$ cat src/rtl/mmio_responder.sv
// mmio_responder: memory-mapped I/O responder for the CPU data-memory side.
// Owns switches, confirm button, LEDs and an 8-digit seven-segment display.
// Register map (offset = addr[7:0]):
//   0x00 RO switches, 0x04 RO button flag (read clears), 0x10 RW LEDs, 0x14 RW seg7 value.
// Build option: define MMIO_DEBOUNCE_EN to filter the button through a
// DEBOUNCE_CYCLES stability counter; otherwise the synchronized level is used directly.
module mmio_responder #(
  parameter logic [31:0] BASE_ADDR       = 32'hFFFF_FC00,
  parameter logic [19:0] DEBOUNCE_CYCLES = 20'd1_000_000,
  parameter logic [16:0] SCAN_DIV        = 17'd100_000
) (
  input  logic        clk,
  input  logic        rst,
  input  logic [31:0] addr,
  input  logic        MemRead,
  input  logic        MemWrite,
  input  logic [31:0] WriteData,
  output logic        io_sel,
  output logic [31:0] ReadData,
  output logic        rdata_valid,
  output logic        io_err,
  input  logic [15:0] switches,
  input  logic        btn_confirm,
  output logic [15:0] led,
  output logic [7:0]  seg_an,
  output logic [7:0]  seg_cat
);

  localparam logic [7:0] OFF_SW   = 8'h00;
  localparam logic [7:0] OFF_BTN  = 8'h04;
  localparam logic [7:0] OFF_LED  = 8'h10;
  localparam logic [7:0] OFF_SEG7 = 8'h14;

  // Active-low glyphs, {dp,g,f,e,d,c,b,a}; dp is held off.
  function automatic logic [7:0] hex_glyph(input logic [3:0] nib);
    logic [7:0] g;
    unique case (nib)
      4'h0: g = 8'hC0;
      4'h1: g = 8'hF9;
      4'h2: g = 8'hA4;
      4'h3: g = 8'hB0;
      4'h4: g = 8'h99;
      4'h5: g = 8'h92;
      4'h6: g = 8'h82;
      4'h7: g = 8'hF8;
      4'h8: g = 8'h80;
      4'h9: g = 8'h90;
      4'hA: g = 8'h88;
      4'hB: g = 8'h83;
      4'hC: g = 8'hC6;
      4'hD: g = 8'hA1;
      4'hE: g = 8'h86;
      default: g = 8'h8E;
    endcase
    return g;
  endfunction

  // ---------------------------------------------------------------------------
  // Input synchronizers
  // ---------------------------------------------------------------------------
  logic [15:0] sw_meta_q, sw_sync_q;
  logic        btn_meta_q, btn_sync_q;

  // Two-flop synchronizers for the asynchronous board inputs.
  always_ff @(posedge clk) begin
    if (rst) begin
      sw_meta_q  <= '0;
      sw_sync_q  <= '0;
      btn_meta_q <= 1'b0;
      btn_sync_q <= 1'b0;
    end else begin
      sw_meta_q  <= switches;
      sw_sync_q  <= sw_meta_q;
      btn_meta_q <= btn_confirm;
      btn_sync_q <= btn_meta_q;
    end
  end

  // ---------------------------------------------------------------------------
  // Button conditioning
  // ---------------------------------------------------------------------------
  logic btn_level;

`ifdef MMIO_DEBOUNCE_EN
  logic [19:0] db_cnt_q, db_cnt_d;
  logic        btn_db_q, btn_db_d;

  // Accept a new level only after it has persisted for DEBOUNCE_CYCLES cycles.
  always_comb begin
    db_cnt_d = '0;
    btn_db_d = btn_db_q;
    if (btn_sync_q != btn_db_q) begin
      if (db_cnt_q == DEBOUNCE_CYCLES - 20'd1) begin
        btn_db_d = btn_sync_q;
      end else begin
        db_cnt_d = db_cnt_q + 20'd1;
      end
    end
  end

  // Debounce state registers.
  always_ff @(posedge clk) begin
    if (rst) begin
      db_cnt_q <= '0;
      btn_db_q <= 1'b0;
    end else begin
      db_cnt_q <= db_cnt_d;
      btn_db_q <= btn_db_d;
    end
  end

  assign btn_level = btn_db_q;
`else
  logic unused_debounce;
  assign unused_debounce = ^DEBOUNCE_CYCLES;
  assign btn_level       = btn_sync_q;
`endif

  logic btn_prev_q;
  logic btn_rise;

  // Remember the previous conditioned level for edge detection.
  always_ff @(posedge clk) begin
    if (rst) btn_prev_q <= 1'b0;
    else     btn_prev_q <= btn_level;
  end

  assign btn_rise = btn_level & ~btn_prev_q;

  // ---------------------------------------------------------------------------
  // Access decode
  // ---------------------------------------------------------------------------
  logic [7:0] off;
  logic       in_win, aligned, both;
  logic       hit_sw, hit_btn, hit_led, hit_seg, mapped, writable;
  logic       rd_ok, wr_led, wr_seg, acc_err;

  assign in_win  = (addr[31:8] == BASE_ADDR[31:8]);
  assign io_sel  = in_win & (MemRead | MemWrite);
  assign off     = addr[7:0];
  assign aligned = (addr[1:0] == 2'b00);
  assign both    = MemRead & MemWrite;

  // Classify the current access; a simultaneous read/write never gets a read response.
  always_comb begin
    hit_sw   = (off == OFF_SW);
    hit_btn  = (off == OFF_BTN);
    hit_led  = (off == OFF_LED);
    hit_seg  = (off == OFF_SEG7);
    mapped   = hit_sw | hit_btn | hit_led | hit_seg;
    writable = hit_led | hit_seg;
    rd_ok    = in_win & aligned & MemRead & ~MemWrite;
    wr_led   = in_win & aligned & MemWrite & hit_led;
    wr_seg   = in_win & aligned & MemWrite & hit_seg;
    acc_err  = io_sel & (~aligned | both | (MemRead & ~mapped) | (MemWrite & ~writable));
  end

  // ---------------------------------------------------------------------------
  // Registers and read response
  // ---------------------------------------------------------------------------
  logic [15:0] led_q, led_d;
  logic [31:0] seg7_q, seg7_d;
  logic        btn_flag_q, btn_flag_d;
  logic [31:0] rdata_q, rdata_d, rd_mux;
  logic        rvalid_q, err_q;

  // Next-state for the writable registers, button flag and load data.
  always_comb begin
    led_d  = wr_led ? WriteData[15:0] : led_q;
    seg7_d = wr_seg ? WriteData : seg7_q;

    // Set wins over a same-cycle read-clear.
    btn_flag_d = btn_flag_q;
    if (rd_ok && hit_btn) btn_flag_d = 1'b0;
    if (btn_rise)         btn_flag_d = 1'b1;

    rd_mux = '0;
    if (hit_sw)  rd_mux = {16'b0, sw_sync_q};
    if (hit_btn) rd_mux = {31'b0, btn_flag_q};
    if (hit_led) rd_mux = {16'b0, led_q};
    if (hit_seg) rd_mux = seg7_q;

    // Unmapped reads return zero; rd_mux already defaults to zero.
    rdata_d = rd_ok ? rd_mux : rdata_q;
  end

  // Register file, load data and response pulses.
  always_ff @(posedge clk) begin
    if (rst) begin
      led_q      <= '0;
      seg7_q     <= '0;
      btn_flag_q <= 1'b0;
      rdata_q    <= '0;
      rvalid_q   <= 1'b0;
      err_q      <= 1'b0;
    end else begin
      led_q      <= led_d;
      seg7_q     <= seg7_d;
      btn_flag_q <= btn_flag_d;
      rdata_q    <= rdata_d;
      rvalid_q   <= rd_ok;
      err_q      <= acc_err;
    end
  end

  assign led         = led_q;
  assign ReadData    = rdata_q;
  assign rdata_valid = rvalid_q;
  assign io_err      = err_q;

  // ---------------------------------------------------------------------------
  // Seven-segment scan
  // ---------------------------------------------------------------------------
  logic [16:0] scan_cnt_q, scan_cnt_d;
  logic [2:0]  digit_q, digit_d;
  logic [7:0]  seg_an_q, seg_an_d, seg_cat_q, seg_cat_d;
  logic [7:0]  an_onehot;
  logic        scan_wrap;

  // Advance the digit on counter wrap; outputs are built from next-state values so
  // anode and cathode move together and a seg7 write shows on its own edge.
  always_comb begin
    scan_wrap  = (scan_cnt_q == SCAN_DIV - 17'd1);
    scan_cnt_d = scan_wrap ? 17'd0 : scan_cnt_q + 17'd1;
    digit_d    = scan_wrap ? digit_q + 3'd1 : digit_q;
    an_onehot  = 8'h01 << digit_d;
    seg_an_d   = ~an_onehot;
    seg_cat_d  = hex_glyph(seg7_d[{digit_d, 2'b00} +: 4]);
  end

  // Scan counter and registered display drive.
  always_ff @(posedge clk) begin
    if (rst) begin
      scan_cnt_q <= '0;
      digit_q    <= '0;
      seg_an_q   <= 8'hFE;
      seg_cat_q  <= 8'hC0;
    end else begin
      scan_cnt_q <= scan_cnt_d;
      digit_q    <= digit_d;
      seg_an_q   <= seg_an_d;
      seg_cat_q  <= seg_cat_d;
    end
  end

  assign seg_an  = seg_an_q;
  assign seg_cat = seg_cat_q;

endmodule

$ cat config.mk
export PLATFORM = sky130hd
export DESIGN_NAME = mmio_responder
export DESIGN_NICKNAME = d
export VERILOG_FILES = /design/src/rtl/mmio_responder.sv
export SDC_FILE = /design/constraint.sdc
export NUM_CORES = 1
export LEC_CHECK = 0
export CELL_PAD_IN_SITES_DETAIL_PLACEMENT = 0
export CELL_PAD_IN_SITES_GLOBAL_PLACEMENT = 2
export CORE_MARGIN = 5
export CORE_UTILIZATION = 32
export CTS_CLUSTER_SIZE = 12
export DETAILED_ROUTE_END_ITERATION = 8
export GPL_TIMING_DRIVEN = 0
export PLACE_DENSITY_LB_ADDON = 0.1
export SLEW_MARGIN = 20
export SYNTH_ARGS = -nofsm -noshare
export SYNTH_HDL_FRONTEND = slang
export SYNTH_SLANG_ARGS = --single-unit
$ cat constraint.sdc
create_clock -name clk -period 5.3 [get_ports clk]
set_clock_uncertainty 0.05 [all_clocks]
set_input_delay 0.53 -clock clk [delete_from_list [all_inputs] [get_ports clk]]
set_output_delay 0.53 -clock clk [all_outputs]
set_load 0.01 [all_outputs]
==> flow_metrics.env <==
export IMPL_run_status="complete, no violations"
export IMPL_finalMaxSlewViolations=0
export IMPL_hpwlAfterDp_mm=15.4
export IMPL_route_detailed_wl_per_inst_um=18.2
export IMPL_groute_usage_overall_pct=18.0
export IMPL_io_buffer_count=150
export IMPL_mappedNetlistArea_um2=6210
export IMPL_gr_layer_usage_met3_pct=4.56
export IMPL_period_minus_slack_ns=4.61
export IMPL_grt_overflow_total=0
export IMPL_synth_sequential_area_ratio_pct=49.4
export IMPL_regToRegEndpoint="seg_cat[5]$_SDFF_PP0_"
export IMPL_most_used_dff_post_synth="sky130_fd_sc_hd__dfxtp_1"
export IMPL_areaGrowthSynthToFinish_pct=39.5
export IMPL_clock_tree_buffer_depth=2
export IMPL_clock_sink_count=153
export IMPL_clock_tree_root_cell="sky130_fd_sc_hd__clkbuf_16"
export IMPL_synth_largest_area_cell="sky130_fd_sc_hd__dfxtp_1"
export IMPL_cap_viol_max_count=0
export IMPL_antenna_left=0
export IMPL_core_rowCount=51
export IMPL_critPathCaptureType="flop"
export IMPL_gr_usage_met2_pct=29.4
export IMPL_hold_path_class="flop to flop"
export IMPL_crit_reg2reg_launch="scan_cnt_q[8]$_SDFF_PP0_"
export IMPL_finalSetupViolations=0
export IMPL_power_density_cell_area_nw_per_um2=293
export IMPL_design_power_total_uw=2540
export IMPL_cts_repair_resized=0
export IMPL_netlist_area_leader_share_pct=49.4
export IMPL_start_util_pct=32.2
export IMPL_ys_types=63
export IMPL_worstPathArrival_ns=4.84
export IMPL_cts_htree_levels=4
export IMPL_final_layout_size_suffix_gt1_share_pct=8.48
export IMPL_route_detailed_vias_per_inst=4.99
export IMPL_timing_hold_violations_final=0
export IMPL_ys_async_sr_fraction_pct=0
export IMPL_hold_start="sw_meta_q[2]$_SDFF_PP0_"
export IMPL_synth_edff_count=0
export IMPL_routed_via_count=5560
export IMPL_io_pin_count=152
export IMPL_routed_wirelength_mm=20.3
export IMPL_antenna_violations_before_repair=0
export IMPL_clock_fmax_ghz=0.217
export IMPL_max_slew_margin_rel_pct=26.2
export IMPL_drc_errors=0
export IMPL_reg2reg_depth=13
export IMPL_worst_ir_drop_vdd_uv=219
export IMPL_largest_net_degree_at_the_start_of_global_routing=17
export IMPL_grt_first_pass_wirelength_mm=31.0
export IMPL_critPathMaxFanout=10
export IMPL_cts_repair_timing_setup_buffer_count=0
export IMPL_total_negative_slack_ns=0
export IMPL_design_core_area_um2=19300
export IMPL_critPathLaunchType="input port"
export IMPL_routabilityCongestion=0.865
export IMPL_die_h_um=149
export IMPL_whs_path_depth=1
export IMPL_required_time_of_the_critical_path_ns=5.53
export IMPL_ys_warn_count=0
export IMPL_cts_inserted_buffers=17
export IMPL_yosys_register_bits=153
export IMPL_ff2ff_setup_slack_ns=1.31
export IMPL_path_clk_slew_ns=0.06
export IMPL_drt_pass1_iter_count=6
export IMPL_tritoncts="built"
export IMPL_netlist_instances=667
export IMPL_grt_busiest_layer="met2"
export IMPL_antennaDiodeCount=0
export IMPL_grt_pass1_vias=5644
export IMPL_setup_repair_after_global_routing_missed_its_margin="false"
export IMPL_drtIter0Drc=414
export IMPL_clock_latency_on_the_worst_skew_pair_ns=0.42
export IMPL_fp_dieArea_um2=22300
export IMPL_timing_hold_worst_endpoint="sw_sync_q[2]$_SDFF_PP0_"
export IMPL_fin_nets=929
export IMPL_criticalPathCategory="input port to flop"
export IMPL_post_route_period_util_pct=87.0
export IMPL_area_contributors_post_synth="sky130_fd_sc_hd__dfxtp_1, sky130_fd_sc_hd__nor2b_1, sky130_fd_sc_hd__a21oi_1"
export IMPL_synthesized_area_per_cell_um2=9.30
export IMPL_globalRouteMet1Util_pct=23.6
export IMPL_die_w_um=149
export IMPL_worst_slew_pin_slew_ns=1.10
export IMPL_syn_nets=760
export IMPL_ctsHoldBuffers=0
export IMPL_power_leakage_uw=0.00299
[state kept, by name, summed over array words and instances (netlist names)]
name,flops
ReadData,32
seg7_q,32
scan_cnt_q,17
led,16
sw_meta_q,16
sw_sync_q,16
seg_an,8
seg_cat,7
digit_q,3
btn_flag_q,1
btn_level,1
btn_meta_q,1
btn_prev_q,1
io_err,1
rdata_valid,1
[worst max-delay path, stage by stage]
cell                              delay [ns]
sky130_fd_sc_hd__clkdlybuf4s50_1        0.54
sky130_fd_sc_hd__nor4b_1                0.52
sky130_fd_sc_hd__and4_1                 0.38
sky130_fd_sc_hd__nand3_1                0.12
sky130_fd_sc_hd__buf_2                  0.29
sky130_fd_sc_hd__buf_2                  0.29
sky130_fd_sc_hd__mux2i_1                0.38
sky130_fd_sc_hd__o22ai_1                0.15
sky130_fd_sc_hd__a2111oi_0              0.58
sky130_fd_sc_hd__a21o_2                 0.23
sky130_fd_sc_hd__inv_2                  0.07
sky130_fd_sc_hd__ha_1                   0.24
sky130_fd_sc_hd__mux2_1                 0.29
sky130_fd_sc_hd__a21oi_1                0.17
sky130_fd_sc_hd__nor2_1                 0.05
[how the worst max path moves through the flow]
stage               startpoint                     to  slack, ns  depth (start not counted)
finish                 addr[2]  seg_cat[5]$_SDFF_PP0_       0.69                         15
global route           addr[2]  seg_cat[5]$_SDFF_PP0_       0.35                         15
CTS                    addr[2]  seg_cat[5]$_SDFF_PP0_       0.64                         15
detailed placement     addr[2]  seg_cat[5]$_SDFF_PP0_       0.23                         15
global placement       addr[2]  seg_cat[5]$_SDFF_PP0_       0.26                         15
floorplan              addr[1]  seg_cat[5]$_SDFF_PP0_       1.83                         14
[synth_stat cells, types with 4 or more instances]
cell	number
sky130_fd_sc_hd__a211oi_1	16
sky130_fd_sc_hd__a21oi_1	56
sky130_fd_sc_hd__a222oi_1	16
sky130_fd_sc_hd__a22o_1	4
sky130_fd_sc_hd__a22oi_1	11
sky130_fd_sc_hd__and3_1	5
sky130_fd_sc_hd__clkbuf_1	35
sky130_fd_sc_hd__dfxtp_1	153
sky130_fd_sc_hd__ha_1	8
sky130_fd_sc_hd__inv_1	6
sky130_fd_sc_hd__mux2_2	17
sky130_fd_sc_hd__mux2i_1	6
sky130_fd_sc_hd__nand2_1	68
sky130_fd_sc_hd__nand3_1	30
sky130_fd_sc_hd__nand4_1	22
sky130_fd_sc_hd__nor2_1	53
sky130_fd_sc_hd__nor2b_1	54
sky130_fd_sc_hd__nor3_1	5
sky130_fd_sc_hd__nor4_1	4
sky130_fd_sc_hd__o31ai_1	12
sky130_fd_sc_hd__xnor2_1	6
sky130_fd_sc_hd__xor2_1	10
[logic make-up (layout without fill, tap and decap cells)]
kind of cell	count (synthesis)	count (layout)	share of synthesized area, %
and+or+nand+nor	277	277	23.6
DFF	153	153	49.4
AOI/OAI and AO/OA	136	136	15.2
buffers and inverters	51	233	3.45
muxes	25	25	4.46
xor gates and xnor gates	16	16	2.26
adders and majority gates	8	8	1.61
other	1	1	0.0604
[where the power goes]
| group | internal (uW) | total (uW) | switching (uW) |
|---|---|---|---|
| combinational | 68.7 | 118 | 49.2 |
| clock | 777 | 1250 | 472 |
| sequential | 1160 | 1170 | 4.74 |
[per-stage QoR]
stage,cells,utilization (%),setup WS [ns],hold WS (ns),instance area (um^2)
after floorplan,667,-,1.83,0.364,6210
after global placement,1082,41.7,0.259,0.369,8040
after detailed placement,1082,41.7,0.231,0.374,8040
after CTS,1114,44.9,0.643,0.390,8650
after global routing,1114,44.9,0.352,0.403,8660
final,1114,44.9,0.690,0.386,8660
[final cells by class]
cell class | instances | area [um^2]
inverter | 7 | 26.3
clock inverter | 11 | 143
clock buffer | 21 | 470
tap | 265 | 332
buffer | 44 | 188
multi-input combinational | 463 | 2940
sequential | 153 | 3060
timing repair buffer | 150 | 1500
fill | 1877 | 10600
[layer usage]
| metal | vias up | share of wire (%) |
|---|---|---|
| met2 | 193 | 45 |
| met5 | - | 0 |
| met4 | 0 | 1.4 |
| met3 | 19 | 7.1 |
| met1 | 2617 | 46 |
| li1 | 2731 | - |
[cell usage in the layout, fill, tap and decap left out, types with 11 or more instances in the layout]
cell,n
sky130_fd_sc_hd__nand4_1,22
sky130_fd_sc_hd__clkbuf_1,36
sky130_fd_sc_hd__a222oi_1,16
sky130_fd_sc_hd__dfxtp_1,153
sky130_fd_sc_hd__a22oi_1,11
sky130_fd_sc_hd__clkbuf_16,17
sky130_fd_sc_hd__o31ai_1,12
sky130_fd_sc_hd__nor2_1,53
sky130_fd_sc_hd__a211oi_1,16
sky130_fd_sc_hd__nand3_1,30
sky130_fd_sc_hd__nand2_1,68
sky130_fd_sc_hd__mux2_2,17
sky130_fd_sc_hd__nor2b_1,54
sky130_fd_sc_hd__clkdlybuf4s50_1,150
sky130_fd_sc_hd__a21oi_1,56
Note: power is estimated with default switching activity, not from simulation.
